### config.mk
export PLATFORM = sky130hd
export DESIGN_NAME = sound_channel_core
export DESIGN_NICKNAME = d
export VERILOG_FILES = /design/src/rtl/sound_channel_core.sv
export SDC_FILE = /design/constraint.sdc
export NUM_CORES = 1
export LEC_CHECK = 0
export CORE_MARGIN = 4
export CORE_UTILIZATION = 40
export CTS_CLUSTER_DIAMETER = 80
export DETAILED_ROUTE_END_ITERATION = 12
export GPL_TIMING_DRIVEN = 0
export PLACE_DENSITY = 0.64
export SETUP_SLACK_MARGIN = 0.1
export SYNTH_ARGS = -nofsm -noshare
export SYNTH_HDL_FRONTEND = slang
export SYNTH_SLANG_ARGS = --single-unit
### constraint.sdc
create_clock -name clk -period 3.7 [get_ports clk]
set_input_delay 0.74 -clock clk [delete_from_list [all_inputs] [get_ports clk]]
set_output_delay 0.74 -clock clk [all_outputs]
set_load 0.1 [all_outputs]
### src/rtl/sound_channel_core.sv
// ---------------------------------------------------------------------------
// sound_channel_core
// Pulse-wave tone generator for one sound channel. The waveform is divided
// into 8 equal steps of P clock cycles each. The output is high during steps
// 0..width and low during the remaining steps. The amplitude is volume x 65536.
//
// Ports
//   clk     : system clock; all state updates on its rising edge
//   reset   : asynchronous, active-high; clears counters and sample at once
//   period  : [15:0] clk cycles per step (0 is treated as 1), sampled each clk
//   volume  : [4:0]  amplitude 0..31, sampled each clk
//   width   : [2:0]  duty; output is high for (width+1) of the 8 steps
//   sample  : [23:0] registered two's-complement sample, +/-(volume x 65536)
// ---------------------------------------------------------------------------
module sound_channel_core (
  input  logic        clk,
  input  logic        reset,
  input  logic [15:0] period,
  input  logic [4:0]  volume,
  input  logic [2:0]  width,
  output logic [23:0] sample
);

  logic [15:0] cnt_q, cnt_d;
  logic [2:0]  step_q, step_d;
  logic [23:0] sample_q, sample_d;

  logic [15:0] p_last_s;   // last cycle index of a step, P-1
  logic        step_end_s;
  logic        high_s;
  logic [23:0] mag_s;

  // Step timing: a >= compare makes a period that shrinks mid-step end the
  // step on the next clock, and lets a longer period stretch the current step.
  always_comb begin
    p_last_s   = 16'd0;
    step_end_s = 1'b0;
    cnt_d      = cnt_q;
    step_d     = step_q;
    if (period == 16'd0) begin
      p_last_s = 16'd0;
    end else begin
      p_last_s = period - 16'd1;
    end
    if (cnt_q >= p_last_s) begin
      step_end_s = 1'b1;
      cnt_d      = 16'd0;
      step_d     = step_q + 3'd1;  // wraps 7 -> 0
    end else begin
      step_end_s = 1'b0;
      cnt_d      = cnt_q + 16'd1;
      step_d     = step_q;
    end
  end

  // Sample value from the pre-edge step, width and volume.
  always_comb begin
    high_s   = 1'b0;
    mag_s    = {3'd0, volume, 16'd0};
    sample_d = 24'd0;
    if (step_q <= width) begin
      high_s   = 1'b1;
      sample_d = mag_s;
    end else begin
      high_s   = 1'b0;
      sample_d = 24'd0 - mag_s;
    end
  end

  // State and output registers.
  always_ff @(posedge clk or posedge reset) begin
    if (reset) begin
      cnt_q    <= 16'd0;
      step_q   <= 3'd0;
      sample_q <= 24'd0;
    end else begin
      cnt_q    <= cnt_d;
      step_q   <= step_d;
      sample_q <= sample_d;
    end
  end

  assign sample = sample_q;

endmodule

==> results.toml <==
[run_status]
status = "completed"

[worst_setup_path]
crit_buf_inv = 2
critPathMaxFanout = 3
crit_cells = 13
reg2regPathDepth = 7
critPathRequiredTime_ns = 3.89
endpoint_kind = "flop"
crit_path_max_incr_delay_ns = 0.46
worstPathCellList = "buf_2 -> or3_4 -> or4_4 -> nor3_4 -> nand2_1 -> mux2i_1 -> ha_1 -> nand4_1 -> nor3_2 -> nand3b_1 -> buf_4 -> a31oi_4 -> xor2_1"
critPathArrivalTime_ns = 3.65
crit_family = "simple AND/OR/NAND/NOR gates"
cp-start-kind = "input port"
crit_type = "input port to flop"
crit_slowest_cell = "or4_4"

[floorplan]
die_h_um = 79.38
pin_count = 50
core-area_um2 = 4817
start_util_pct = 42.31
num_rows = 25
dieWidth_um = 79.38
die_area_um2 = 6301

[logic_synthesis]
yosysWarningCount = 0
synth_top_area_share_pct = 30.69
ys_types = 37
synthTopCellsByArea = "dfrtp_1 (31%), ha_1 (15%), xor2_1 (7.7%)"
synth_common_cells = "nor2_1 (32), nand2_1 (28), dfrtp_1 (25), ha_1 (24)"
ys_seq_area_share_pct = 30.69
synth-seq-cells = 25
postSynthAreaPerCell_um2 = 8.673
synth_edf_count = 0
yosysMostFrequentCell = "nor2_1"
netlist_area_um2 = 2038
ys.flop_type = "dfrtp_1"
synth_cells = 235
synth.largest_area_cell = "dfrtp_1"
postSynth.asyncResetShare_pct = 100.0

[final_layout]
fin_cells = 363
fin_util_pct = 57.40
antenna_cells = 0
final_area_um2 = 2765
final_nets = 347
syn2layout_area_growth_pct = 35.67
drive_gt1_share_pct = 20.95

[clocking]
clk_pin_slew_ns = 0.08
clockBufferDepth = 2
numCtsBuffers = 3
cts_tree = "built"
cts-root-buf = "clkbuf_8"
clock_sinks = 25
insertion_delay_ns = 0.27
ctsHoldBuffers = 0
htreeDepth = 1

[pwr]
power_mw = 0.9498
power_leakage_nw = 1.406
ir_drop_uv = 187.4
p_per_area_nw_per_um2 = 343.5

[grt]
grtUsageMet2_pct = 21.46
grtUsageMet3_pct = 2.370
grt_start_max_net_pins = 26
grt_pass1_vias = 1485
grt_pass1_wl_um = 6582
met1_usage_pct = 17.43
grt_util_all_layers_pct = 13.01
overflow = 0
antenna_found_initial = 0
top_usage_layer = "met2"

[route]
route.detailed.wl_per_inst_um = 11.31
drt-vias-per-instance = 4.587
detail-route-antenna-nets = 0
dr.first_iter.drc_count = 50
remaining_drc_errors = 0
firstDrtPassIters = 4
num_vias = 1665
drt-total-wl_um = 4106

[sta]
clock.fmax_mhz = 289.5
hold_viol = 0
report.final.slew_viol_count = 0
setup_violations = 0
skew_ns = 0.004311
rsz0062_at_grt = "no"
whs_ns = 0.4813
finalCritPeriodShare_pct = 93.35
tightest_slew_ns = 0.9856
finalCriticalPeriod_ns = 3.454
relSlewSlack_pct = 34.09

[place]
post_dp_cell_area_um2 = 2514
placed_cells = 350
gp_congestion = 0.7230
io_buffer_count = 33
dp_hpwl_um = 3212

[worst_hold_path]
min_path_type = "flop to flop"
min_path_cells = 1

[job]
max_cap_viol_count = 0
==> path summary, 6_finish.rpt <==
path / from / endpoint / slack [ns]
max: period[8] / step_q[2] / 0.25
min: step_q[2] / step_q[2] / 0.48
max reg2reg: cnt_q[15] / step_q[2] / 1.67
min reg2reg: step_q[2] / step_q[2] / 0.48
max in group asynchronous: reset / sample[16] / 2.14
min in group asynchronous: reset / cnt_q[14] / 0.98
==> layout make-up <==
cell class                 instances  area [µm²]
buffer                            21       156.4
inverter                          12       45.04
tap                               67       83.83
clock inverter                     1       5.005
multi-input combinational        192        1410
sequential                        25       625.6
fill                             461        2052
clock buffer                       3       41.29
timing repair buffer              42       397.9
==> state kept, by name (all words and copies together), names as in the netlist <==
| signal | flops |
|---|---|
| sample | 6 |
| step_q | 3 |
| cnt_q | 16 |
==> routing by layer <==
| layer | routed length, µm | part of all wire, % |
|---|---|---|
| met5 | 0 | 0 |
| met4 | 22 | 0.54 |
| met3 | 110 | 2.7 |
| met2 | 2061 | 50 |
| met1 | 1912 | 47 |
==> through the flow <==
| step | setup slack (ns) | TNS (ns) |
|---|---|---|
| 2_1_floorplan | 0.1225 | 0 |
| 6_report | 0.2460 | 0 |
| 5_1_grt | 0.04702 | 0 |
| 3_3_place_gp | -0.7125 | -11.20 |
| 3_5_place_dp | -0.7679 | -12.20 |
| 4_1_cts | 0.1265 | 0 |
==> kinds of logic after synthesis <==
family | Yosys count | synth area share (%)
other | 1 | 0.1840
buffers and inverters | 33 | 9.761
adder cells (fa/ha/maj) | 24 | 14.73
AO/OA/AOI/OAI | 14 | 3.929
XOR/XNOR | 31 | 13.32
flip-flops | 25 | 30.69
AND/OR/NAND/NOR | 104 | 25.78
multiplexers | 3 | 1.596
==> cells in the final DEF, fill, tap and decap left out, drive strengths merged, types with 7 or more instances in the layout <==
cell type,Yosys,routed
xnor2,13,13
nand2,29,29
a21oi,7,7
xor2,18,18
buf,19,30
ha,24,24
nand3,9,9
clkdlybuf4s50,0,24
inv,12,12
conb,1,16
nor2,32,32
nor3,9,9
dfrtp,25,25
==> power by group <==
part	total, mW	internal (mW)	switching [mW]
registers	0.371	0.316	0.0556
clock network	0.163	0.0754	0.0875
logic	0.415	0.149	0.266
total	0.950	0.541	0.409
==> timing repair <==
| item | 4_1_cts | 5_1_grt |
|---|---|---|
| pin swaps | 12 | 9 |
| gates resized for setup | 24 | 19 |
| setup endpoints to repair | 19 | 18 |
| buffers inserted | 9 | 0 |
(Power assumes the default switching activity.)
